`src/rtl/clock_display_scan_if.sv`:
```
// Bus bundle for clock_display_scan: BCD time and enable in, multiplexed
// seven-segment scan signals out.
interface clock_display_scan_if;
   logic       enable;
   logic [2:0] hr_tens;
   logic [3:0] hr_units;
   logic [2:0] min_tens;
   logic [3:0] min_units;
   logic [3:0] dig_sel;
   logic [6:0] seg;
   logic       colon;
   logic       frame_done;
   logic       err;

   modport master (
      output enable, hr_tens, hr_units, min_tens, min_units,
      input  dig_sel, seg, colon, frame_done, err
   );

   modport slave (
      input  enable, hr_tens, hr_units, min_tens, min_units,
      output dig_sel, seg, colon, frame_done, err
   );
endinterface

```
`src/rtl/clock_display_scan.sv`:
```
// Four-digit HH:MM multiplexed seven-segment scanner with tear-free frame snapshots.
// Optional macro CLOCK_DISPLAY_LEADING_ZERO_BLANK_EN blanks a zero hours-tens digit.
module clock_display_scan #(
   parameter int unsigned SCAN_DIV     = 4,
   parameter int unsigned COLON_FRAMES = 8
) (
   input logic                 clk,
   input logic                 reset,
   clock_display_scan_if.slave bus
);

   localparam int unsigned PRE_W = $clog2(SCAN_DIV);
   localparam int unsigned FC_W  = (COLON_FRAMES > 1) ? $clog2(COLON_FRAMES) : 1;
   localparam logic [PRE_W-1:0] PRE_LAST = PRE_W'(SCAN_DIV - 1);
   localparam logic [FC_W-1:0]  FC_LAST  = FC_W'(COLON_FRAMES - 1);
   localparam logic [6:0]       SEG_DASH = 7'h40;
`ifdef CLOCK_DISPLAY_LEADING_ZERO_BLANK_EN
   localparam logic LZ_BLANK = 1'b1;
`else
   localparam logic LZ_BLANK = 1'b0;
`endif

   typedef struct packed {
      logic [2:0] ht;
      logic [3:0] hu;
      logic [2:0] mt;
      logic [3:0] mu;
   } bcd_time_t;

   function automatic logic [6:0] seg_encode(input logic [3:0] d);
      logic [6:0] s;
      case (d)
         4'd0:    s = 7'h3F;
         4'd1:    s = 7'h06;
         4'd2:    s = 7'h5B;
         4'd3:    s = 7'h4F;
         4'd4:    s = 7'h66;
         4'd5:    s = 7'h6D;
         4'd6:    s = 7'h7D;
         4'd7:    s = 7'h07;
         4'd8:    s = 7'h7F;
         4'd9:    s = 7'h6F;
         default: s = 7'h00;
      endcase
      return s;
   endfunction

   function automatic logic time_illegal(input bcd_time_t t);
      logic [6:0] hours;
      hours = 7'(t.ht) * 7'd10 + 7'(t.hu);
      return (t.ht > 3'd2) || (t.hu > 4'd9) || (t.mt > 3'd5) ||
             (t.mu > 4'd9) || (hours > 7'd23);
   endfunction

   logic [PRE_W-1:0] pre_q, pre_d;
   logic [1:0]       idx_q, idx_d;
   bcd_time_t        sh_q, sh_d;
   logic [FC_W-1:0]  fcnt_q, fcnt_d;
   logic             colon_st_q, colon_st_d;
   logic [3:0]       dig_sel_q, dig_sel_d;
   logic [6:0]       seg_q, seg_d;
   logic             colon_q, colon_d;
   logic             frame_done_q, frame_done_d;
   logic             err_q, err_d;

   bcd_time_t  in_time;
   logic       wrap_c;
   logic       capture_c;
   logic       sh_illegal_c;
   logic [3:0] cur_digit_c;

   assign in_time      = '{ht: bus.hr_tens, hu: bus.hr_units,
                           mt: bus.min_tens, mu: bus.min_units};
   assign wrap_c       = (pre_q == PRE_LAST);
   assign capture_c    = bus.enable && wrap_c && (idx_q == 2'd3);
   assign sh_illegal_c = time_illegal(sh_q);

   // Digit currently addressed by the scan, taken from the frame snapshot
   always_comb begin
      cur_digit_c = 4'd0;
      case (idx_q)
         2'd0: cur_digit_c = {1'b0, sh_q.ht};
         2'd1: cur_digit_c = sh_q.hu;
         2'd2: cur_digit_c = {1'b0, sh_q.mt};
         2'd3: cur_digit_c = sh_q.mu;
         default: cur_digit_c = 4'd0;
      endcase
   end

   always_comb begin
      pre_d        = pre_q;
      idx_d        = idx_q;
      sh_d         = sh_q;
      fcnt_d       = fcnt_q;
      colon_st_d   = colon_st_q;
      dig_sel_d    = 4'b0000;
      seg_d        = 7'h00;
      colon_d      = 1'b0;
      frame_done_d = 1'b0;
      err_d        = err_q;

      if (bus.enable) begin
         pre_d = wrap_c ? '0 : pre_q + PRE_W'(1);
         if (wrap_c) idx_d = idx_q + 2'd1;

         dig_sel_d = 4'b0001 << idx_q;
         if (sh_illegal_c)
            seg_d = SEG_DASH;
         else if (LZ_BLANK && (idx_q == 2'd0) && (sh_q.ht == 3'd0))
            seg_d = 7'h00;
         else
            seg_d = seg_encode(cur_digit_c);

         // Frame boundary: latch the new snapshot and advance the colon cadence
         if (capture_c) begin
            sh_d         = in_time;
            frame_done_d = 1'b1;
            err_d        = time_illegal(in_time);
            if (fcnt_q == FC_LAST) begin
               fcnt_d     = '0;
               colon_st_d = ~colon_st_q;
            end else begin
               fcnt_d = fcnt_q + FC_W'(1);
            end
         end
         colon_d = colon_st_d;
      end
   end

   always_ff @(posedge clk or negedge reset) begin
      if (!reset) begin
         pre_q        <= '0;
         idx_q        <= 2'd0;
         sh_q         <= '0;
         fcnt_q       <= '0;
         colon_st_q   <= 1'b0;
         dig_sel_q    <= 4'b0000;
         seg_q        <= 7'h00;
         colon_q      <= 1'b0;
         frame_done_q <= 1'b0;
         err_q        <= 1'b0;
      end else begin
         pre_q        <= pre_d;
         idx_q        <= idx_d;
         sh_q         <= sh_d;
         fcnt_q       <= fcnt_d;
         colon_st_q   <= colon_st_d;
         dig_sel_q    <= dig_sel_d;
         seg_q        <= seg_d;
         colon_q      <= colon_d;
         frame_done_q <= frame_done_d;
         err_q        <= err_d;
      end
   end

   assign bus.dig_sel    = dig_sel_q;
   assign bus.seg        = seg_q;
   assign bus.colon      = colon_q;
   assign bus.frame_done = frame_done_q;
   assign bus.err        = err_q;

endmodule

```
`src/flat_wrapper.sv`:
```
// flat-port wrapper written by rule: the top's interface ports become plain ports
module clock_display_scan_flat 
#(
   parameter int unsigned SCAN_DIV     = 4,
   parameter int unsigned COLON_FRAMES = 8
)
  (clk, reset, bus_enable, bus_hr_tens, bus_hr_units, bus_min_tens, bus_min_units, bus_dig_sel, bus_seg, bus_colon, bus_frame_done, bus_err);
  clock_display_scan_if bus_i ();
  input logic clk;
  input logic reset;
  input wire logic [$bits(bus_i.enable)-1:0] bus_enable;
  input wire logic [$bits(bus_i.hr_tens)-1:0] bus_hr_tens;
  input wire logic [$bits(bus_i.hr_units)-1:0] bus_hr_units;
  input wire logic [$bits(bus_i.min_tens)-1:0] bus_min_tens;
  input wire logic [$bits(bus_i.min_units)-1:0] bus_min_units;
  output wire logic [$bits(bus_i.dig_sel)-1:0] bus_dig_sel;
  output wire logic [$bits(bus_i.seg)-1:0] bus_seg;
  output wire logic [$bits(bus_i.colon)-1:0] bus_colon;
  output wire logic [$bits(bus_i.frame_done)-1:0] bus_frame_done;
  output wire logic [$bits(bus_i.err)-1:0] bus_err;
  assign bus_i.enable = bus_enable;
  assign bus_i.hr_tens = bus_hr_tens;
  assign bus_i.hr_units = bus_hr_units;
  assign bus_i.min_tens = bus_min_tens;
  assign bus_i.min_units = bus_min_units;
  assign bus_dig_sel = bus_i.dig_sel;
  assign bus_seg = bus_i.seg;
  assign bus_colon = bus_i.colon;
  assign bus_frame_done = bus_i.frame_done;
  assign bus_err = bus_i.err;
  clock_display_scan #(.SCAN_DIV(SCAN_DIV), .COLON_FRAMES(COLON_FRAMES)) u_core (.clk(clk), .reset(reset), .bus(bus_i));
endmodule
```
`config.mk`:
```
export PLATFORM = sky130hd
export DESIGN_NAME = clock_display_scan_flat
export DESIGN_NICKNAME = d
export VERILOG_FILES = /design/src/rtl/clock_display_scan_if.sv /design/src/rtl/clock_display_scan.sv /design/src/flat_wrapper.sv
export SDC_FILE = /design/constraint.sdc
export NUM_CORES = 1
export LEC_CHECK = 0
export BUFFER_PORTS_ARGS = -buffer_cell sky130_fd_sc_hd__buf_2
export CAP_MARGIN = 10
export CORE_MARGIN = 4
export CORE_UTILIZATION = 45
export DETAILED_ROUTE_END_ITERATION = 12
export PLACE_DENSITY = 0.72
export SYNTH_ARGS = -nofsm -noshare
export SYNTH_HDL_FRONTEND = slang
export SYNTH_SLANG_ARGS = --single-unit
```
`constraint.sdc`:
```
create_clock -name clk -period 2.19 [get_ports clk]
set_input_delay 0 -clock clk [delete_from_list [all_inputs] [get_ports clk]]
set_output_delay 0 -clock clk [all_outputs]
set_load 0.01 [all_outputs]
```
# == Word-level counts from Yosys, hierarchy flattened ==
# Memory sizes are Yosys's and may differ from the RTL's.
# Index checks and enable logic that the tools add are counted.
# word_totals
regBits,36
romBits,112
inputBits,17
out_inout_bits,14
word_cells,62
mem_count,1
# classes
n_addsub,5
mul,2
n_lt_le_gt_ge,10
eq_ne,5
shifts,1
n_mux,11
bitwise,1
n_reduce_logical,13
# memory_table
memory,words,width,rd,rd_ports_with_merged_regs,write_ports,line,text
(no name shown),16,7,1,0,0,clock_display_scan.sv:32,case (d)
# op_table
cell,count
"greater-than comparator 4 bit, second input constant",4
case mux 4 bit (4 select lines),1
adder 7 x 4 -> 7 bit,2
"greater-than comparator 7 x 5 -> 1 bit, second input constant",2
2-to-1 mux 7 bit,2
"multiplier 3 x 3 -> 6 bit, second input constant",2
logical OR 1 bit,8
"equality test 2 bit, second input constant",3
"greater-than comparator 3 x 2 -> 1 bit, second input constant",2
"greater-than comparator 3 bit, second input constant",2
2-to-1 mux 1 bit,5
"adder 2 x 1 -> 2 bit, second input constant",2
2-to-1 mux 4 bit,1
AND reduction 2 bit,2
"left shift 1 x 2 -> 4 bit, first input constant",1
"adder 3 x 1 -> 3 bit, second input constant",1
"equality test 3 bit, second input constant",1
2-to-1 mux 3 bit,1
"equality test 2 x 1 -> 1 bit, second input constant",1
logical AND 1 bit,2
logical NOT 2 bit,1
2-to-1 mux 2 bit,1
NOT 1 bit,1

# == Depth between registers and ports, before layout ==
# Gate-level depths: netlist of run 1.
# depth
ltp_word,7
ltp_mapped,9
depth_no_buf,9

# == Worst setup path before layout of run 1 ==
# Ideal clock, no wire load.
# synth_timing
path_kind,reg2reg
start,register u_core.sh_q[11] (netlist name)
end,"register u_core.seg_q[0], in the netlist u_core.bus.seg[0]"
setup_time_ns,0.124
arrival_ns,2.089
t_required_ns,2.066
slack_ns,-0.023
stages_incl_launch_ff,8
path_buffers,0
period_less_slack_ns,2.213
cell_sequence,dfrtp_1 -> ha_1 -> ha_1 -> or4b_2 -> nand3_1 -> a311o_1 -> a211o_4 -> a21oi_1
# synth_via
elab_chain_len,7
elab_cells_between_ends,12
cone_classes,add/sub (1); mul (1); order compare (2); mux (3); reduce/logical (4); memory (1)
# synth_rtl
element,line,text
from (decl),clock_display_scan.sv:57,"bcd_time_t sh_q, sh_d;"
from (signal assigned),clock_display_scan.sv:134,sh_q <= '0;
from (signal assigned),clock_display_scan.sv:145,sh_q <= sh_d;
branches (longest 5 deep; another with adder 7 x 4 -> 7 bit),-,
2-to-1 mux 7 bit *,clock_display_scan.sv:107,if (sh_illegal_c)
2-to-1 mux 7 bit *,clock_display_scan.sv:102,if (bus.enable) begin
via u_core.seg_d[0],clock_display_scan.sv:61,"logic [6:0] seg_q, seg_d;"
to (signal assigned),clock_display_scan.sv:149,seg_q <= seg_d;
to (decl),clock_display_scan.sv:61,
# Mark *: on every way through the listed nets, which the timed path passes.
# A chain may end at the register's enable or synchronous reset.

# == Worst setup path after layout of run 1 ==
# layout_timing
start,register u_core.sh_q[11] (netlist name)
end,"register u_core.seg_q[5], in the netlist u_core.bus.seg[5]"
# Same word-level chain as after synthesis.

==> results of run 1 <==
[worst paths after layout]
path / end / slack [ns] / depth (start not counted) / startpoint
setup / recovery: u_core.bus.seg[5] / 0.03 / 8 / u_core.sh_q[11]
hold / removal: u_core.bus.dig_sel[3] / 0.07 / 2 / bus_enable
setup reg to reg: u_core.bus.seg[5] / 0.03 / 8 / u_core.sh_q[11]
hold reg to reg: u_core.colon_st_q / 0.46 / 1 / u_core.colon_st_q
max in group asynchronous: u_core.sh_q[11] / 1.32 / 2 / reset
min in group asynchronous: u_core.bus.seg[6] / 0.33 / 2 / reset
[logic make-up after synthesis]
group,Yosys count,synth area share (%)
multiplexers,7,3.586
buffers and inverters,23,4.291
flip-flops,36,42.33
XOR/XNOR,3,1.235
adder cells (fa/ha/maj),27,16.58
AO/OA/AOI/OAI,47,15.34
AND/OR/NAND/NOR,78,16.64
[Yosys cell counts (all sizes together)]
master   instances
a211o            1
fa               2
a222oi           3
a41oi            1
buf              3
xnor2            2
o41ai            1
a311oi           1
a21o             3
o31ai            1
a311o            1
or2              1
and2b            1
or4b             1
o22ai            1
nor2b            4
clkbuf           3
mux2             5
nor3             1
mux2i            2
o2111ai          1
o21ai           18
and2             7
a22oi            1
nand4            3
xor2             1
nand2           47
and3             1
a21oi            9
inv             17
o211ai           1
nor4             1
or2b             1
o21a             2
nand3            3
ha              25
nor2             7
dfrtp           36
a221oi           2
[registers in the layout, summed over array words and instances (netlist names)]
| signal | cells |
|---|---|
| u_core.bus.colon | 1 |
| u_core.bus.dig_sel | 4 |
| u_core.bus.err | 1 |
| u_core.bus.frame_done | 1 |
| u_core.bus.seg | 7 |
| u_core.colon_st_q | 1 |
| u_core.fcnt_q | 3 |
| u_core.idx_q | 2 |
| u_core.pre_q | 2 |
| u_core.sh_q | 14 |
[cells in the final DEF, fill, tap and decap left out, drive strengths merged, types with 3 or more instances in the layout]
master / n
dlygate4sd3: 15
mux2: 5
nor2: 7
nor2b: 4
buf: 42
dfrtp: 36
inv: 17
nand4: 3
clkbuf: 6
nand3: 3
o21ai: 18
nand2: 47
and2: 7
a21o: 3
a222oi: 3
ha: 25
a21oi: 9
[layout make-up]
class                           count  area (um2)
Clock buffer                        6       72.57
Clock inverter                      1       5.005
Fill cell                         377        1755
Inverter                           17       63.81
Multi-Input combinational cell    162        1220
Sequential cell                    36       902.1
Tap cell                           52       65.06
Timing Repair Buffer               57       390.4
[power groups by stage]
stage                     registers (mW)  logic [mW]  clock network, mW
after CTS                           1.12        2.12              0.450
after global placement              1.11        1.95                  0
after global routing                1.17        2.51              0.484
final                               1.13        2.23              0.439
after floorplan                     1.13        1.41                  0
after detailed placement            1.12        2.00                  0
[per-layer routing]
layer	up-vias	global-route usage [%]	routed length, um
met2	25	28.22	2299
met3	2	4.567	138
li1	876	-	-
met1	790	19.21	2011
met5	-	0	0
met4	0	3.623	6
[repair_timing]
action	CTS	global route
pin swaps	4	5
hold buffers	15	0
setup endpoints to repair	7	7
gates resized for setup	9	10
setup buffers	0	2
hold endpoints to repair	50	0
==> run summary, run 1 <==
Status - finished, final reports clean
Register share of total power - 29.8%
Top delay family on crit path - compound AO/OA/AOI/OAI gates
Initial antenna violation count - 0
Row count - 24
Period utilisation layout - 98.40%
Crit-path max cell delay - 0.43 ns
CTS sink count - 36
Mean routed wirelength per cell - 13.46 um
Layout Cells excl Fill - 331
Max rail drop VDD - 0.0005949 V
Syn Nets - 265
Post-Route Utilization - 60.77%
Crit. End Element - flip-flop
Pwr/cell area - 1398 nW/um2
Leak - 1.377 nW
Layout cell share with drive strength beyond 1 - 27.24%
Largest area contributor in the synthesized netlist - dfrtp_1
FF+latch count, synth - 36
DRT iter0 DRCs - 99
NetSw - 1.575 mW
Int Pwr - 2.224 mW
GP Congestion - 0.8448
Sw Share - 41.46%
Critical path class - flip-flop to flip-flop
Drt total wl - 4456 um
Core area - 4474 um2
Worst path cell trace - ha_4 > inv_2 > fa_2 > and2b_1 > o41ai_1 > a311o_1 > a211o_4 > a21oi_2
HP Class - primary input to flip-flop
Post-route ant nets - 0
Worst Path Arrival - 2.37 ns
Setup Skew - 0.005158 ns
Synth area leaders - dfrtp_1 (42%), ha_1 (15%), nand2_1 (8.3%)
Vias - 1693
CTS tree - built
Final Setup Violations - 0
Endpoints failing hold - 0
Share of the synthesized area in the top cell type - 42.33%
Total CTS buffers - 5
Fin worst setup slack - 0.03498 ns
RSZ-0062 raised after global routing - true
Startpoint types - flip-flop
First-pass GRT wire length - 7783 um
Pre-CTS WS - -0.07443 ns
Diodes inserted - 0
Pin slew with the least headroom to its limit - 0.7870 ns
Mapped Area - 2128 um2
Final HPWL DP - 3187 um
Clock root cell - clkbuf_8
Worst-Skew Late Latency - 0.29 ns
Syn Inst Count - 221
Die H - 76.77 um
Global route overflow - 0
Min cycle time layout - 2.155 ns
Layout net count - 323
Die Span X - 76.77 um
Max-Cap Viols - 0
Total Routing Usage GR - 15.99%
Clk slew on worst S/H paths - 0.07 ns
Placed Instances - 307
H-Tree Depth - 2
Yosys cell types - 44
Clock power frac - 11.5%
CP Buf/Inv Count - 1
Vias in the first global route - 1723
Area after DPL - 2404 um2
Final Cell Area - 2719 um2
Required @ worst endpoint - 2.41 ns
Combinational share of power - 58.7%
Fin. max-slew vios - 0
Pin count of the biggest net entering global routing - 37
Hold WS - 0.06955 ns
Max Clk Rate - 0.4640 GHz
Port-buffer cells - 30
Post-Syn Area per Cell - 9.630 um2
I/O pins - 31
Initial core utilization - 47.57%
Pwr Total - 3.800 mW
Die ar. - 5894 um2
Post-synthesis sequential area ratio - 42.33%
Via/cell ratio - 5.115
CP max FO - 6
Slowest cell on crit path - dfrtp_2
P&R area growth vs syn - 27.75%
Fin Setup TNS - 0 ns
Synthesis Warnings - 0
DRT Pass-1 Iters - 4
# DRC - 0
Longest Clk Path Bufs - 2
Rel. slew slack - 47.53%
No activity file was read; power rests on OpenSTA's default activity.
==> inputs of run 2 (changes only) <==
CTS_CLUSTER_SIZE = 8   (was not set)
PLACE_DENSITY = 0.66   (was 0.72)
==> run 2 against run 1 <==
Cell area is 1.7% lower. Critical path depth did not move. Flip-flop and latch count unchanged. Wire length is 5.3% lower. Critical path type unchanged. First-iteration DRC count decreased by 14%. Non-clock buffer count is 1 lower. Highest routed layer unchanged. Utilization fell by 1.1 points. Clock power fell by 2%. Clock-buffer cell count is the same. Power fell by 2.9%. Largest power group unchanged.
==> run summary, run 2 (synthesis gave the netlist of run 1 again) <==
Status - finished, final reports clean
Pre-CTS WS - -0.05453 ns
Crit. End Element - flip-flop
Layout cell share with drive strength beyond 1 - 25.54%
First-pass GRT wire length - 7534 um
Total Routing Usage GR - 15.44%
CTS sink count - 36
Port-buffer cells - 30
Critical path depth - 8
DRT iter0 DRCs - 85
Slowest cell on crit path - dfrtp_1
Critical path class - flip-flop to flip-flop
Worst Reg-to-Reg Cells - 8
Max-Cap Viols - 0
Worst Path Arrival - 2.38 ns
Total CTS buffers - 5
Die H - 76.77 um
Reg2Reg Launch Point - u_core.sh_q[11]
Worst path cell trace - ha_2 > inv_2 > fa_2 > and2b_1 > o41ai_2 > a311o_1 > a211o_4 > a21oi_1
Vias in the first global route - 1696
Final Setup Violations - 0
Pwr/cell area - 1381 nW/um2
GP Congestion - 0.8188
Clock root cell - clkbuf_8
Max FFs per register - 14
Required @ worst endpoint - 2.40 ns
Mean routed wirelength per cell - 12.78 um
Register-to-register setup slack - 0.02 ns
Setup Skew - 0.003884 ns
Longest Clk Path Bufs - 2
Layout net count - 322
CTS tree - built
Crit-path max cell delay - 0.37 ns
Drt total wl - 4219 um
# DRC - 0
Diodes inserted - 0
Endpoints failing hold - 0
Hold Crit Start - bus_hr_tens[1]
Die Span X - 76.77 um
CP Buf/Inv Count - 1
Leak - 1.378 nW
P&R area growth vs syn - 25.51%
Biggest register - u_core.sh_q
Startpoint types - flip-flop
Fin. max-slew vios - 0
Post-route ant nets - 0
RSZ-0062 raised after global routing - true
Top delay family on crit path - compound AO/OA/AOI/OAI gates
CP max FO - 6
Worst-Skew Late Latency - 0.28 ns
Period utilisation layout - 98.90%
Max Clk Rate - 0.4617 GHz
Pin count of the biggest net entering global routing - 37
Via/cell ratio - 5.194
Area after DPL - 2404 um2
Final Cell Area - 2671 um2
DRT Pass-1 Iters - 5
Most frequent cells in the layout - nand2_1 (47), dfrtp_1 (36), buf_2 (30), ha_1 (21), o21ai_0 (17)
Hold Path End - u_core.sh_q[12]
Clk slew on worst S/H paths - 0.07 ns
Initial antenna violation count - 0
I/O pins - 31
Global route overflow - 0
Initial core utilization - 47.57%
Vias - 1714
Final HPWL DP - 3121 um
Core area - 4474 um2
Hold Path Cell Cnt - 3
H-Tree Depth - 2
Rel. slew slack - 48.52%
Fin worst setup slack - 0.02409 ns
Min cycle time layout - 2.166 ns
Max rail drop VDD - 0.0006766 V
FF-to-FF End - u_core.bus.seg[0]
HP Class - primary input to flip-flop
Die ar. - 5894 um2
Most common cell after layout, fill and taps aside - nand2_1
Pin slew with the least headroom to its limit - 0.7722 ns
Row count - 24
-- run 2: per-layer routing --
metal	vias up	track usage, %	part of all wire, %
met5	-	0	0
met4	0	3.804	0.69
met3	5	3.396	4.0
met2	32	25.96	48
met1	804	20.16	47
li1	873	-	-
-- run 2: tightest hold or removal path: stages --
cell and delay, ns:
buf_2 0.13, nand2_1 0.06, o21ai_0 0.06
-- run 2: worst max path at each step --
stage	endpoint	from	slack [ns]
after floorplan	u_core.bus.seg[0]	u_core.sh_q[11]	0.04
after global placement	u_core.bus.seg[3]	u_core.sh_q[11]	0.0003
after detailed placement	u_core.bus.seg[2]	u_core.sh_q[11]	-0.05
after CTS	u_core.bus.seg[2]	u_core.sh_q[11]	0.007
after global routing	u_core.bus.seg[0]	u_core.sh_q[11]	-0.08
final	u_core.bus.seg[0]	u_core.sh_q[11]	0.02
-- run 2: timing repair --
action                                 in CTS  in global routing
buffers inserted                            0                  3
endpoints found under the hold margin      48                  0
resized for setup                           1                 11
pin swaps                                   3                  6
hold buffers                               13                  0
setup endpoints to repair                   7                  7
-- run 2: area by class of cell --
| class | instances | area (um2) |
|---|---|---|
| Fill cell | 387 | 1803 |
| Multi-Input combinational cell | 162 | 1186 |
| Sequential cell | 36 | 900.9 |
| Timing Repair Buffer | 56 | 377.9 |
| Clock buffer | 6 | 72.57 |
| Tap cell | 52 | 65.06 |
| Inverter | 17 | 63.81 |
| Clock inverter | 1 | 5.005 |
-- run 2: through the flow --
step / power [mW] / TNS, ns / hold slack [ns] / util (%) / instances
after floorplan: 2.541 / 0 / -0.2956 / - / 221
after global placement: 3.087 / 0 / 0.1336 / 53.72 / 307
after detailed placement: 3.086 / -0.3090 / 0.1344 / 53.72 / 307
after CTS: 3.557 / 0 / 0.001741 / 58.42 / 327
after global routing: 4.071 / -0.4010 / 0.01948 / 59.70 / 330
final: 3.688 / 0 / 0.009264 / 59.70 / 330
-- run 2: report_power, final --
| group | leakage, nW | internal, mW | switching [mW] |
|---|---|---|---|
| Combinational | 0.872 | 1.04 | 1.11 |
| Clock | 0.0410 | 0.216 | 0.216 |
| Sequential | 0.465 | 0.928 | 0.173 |
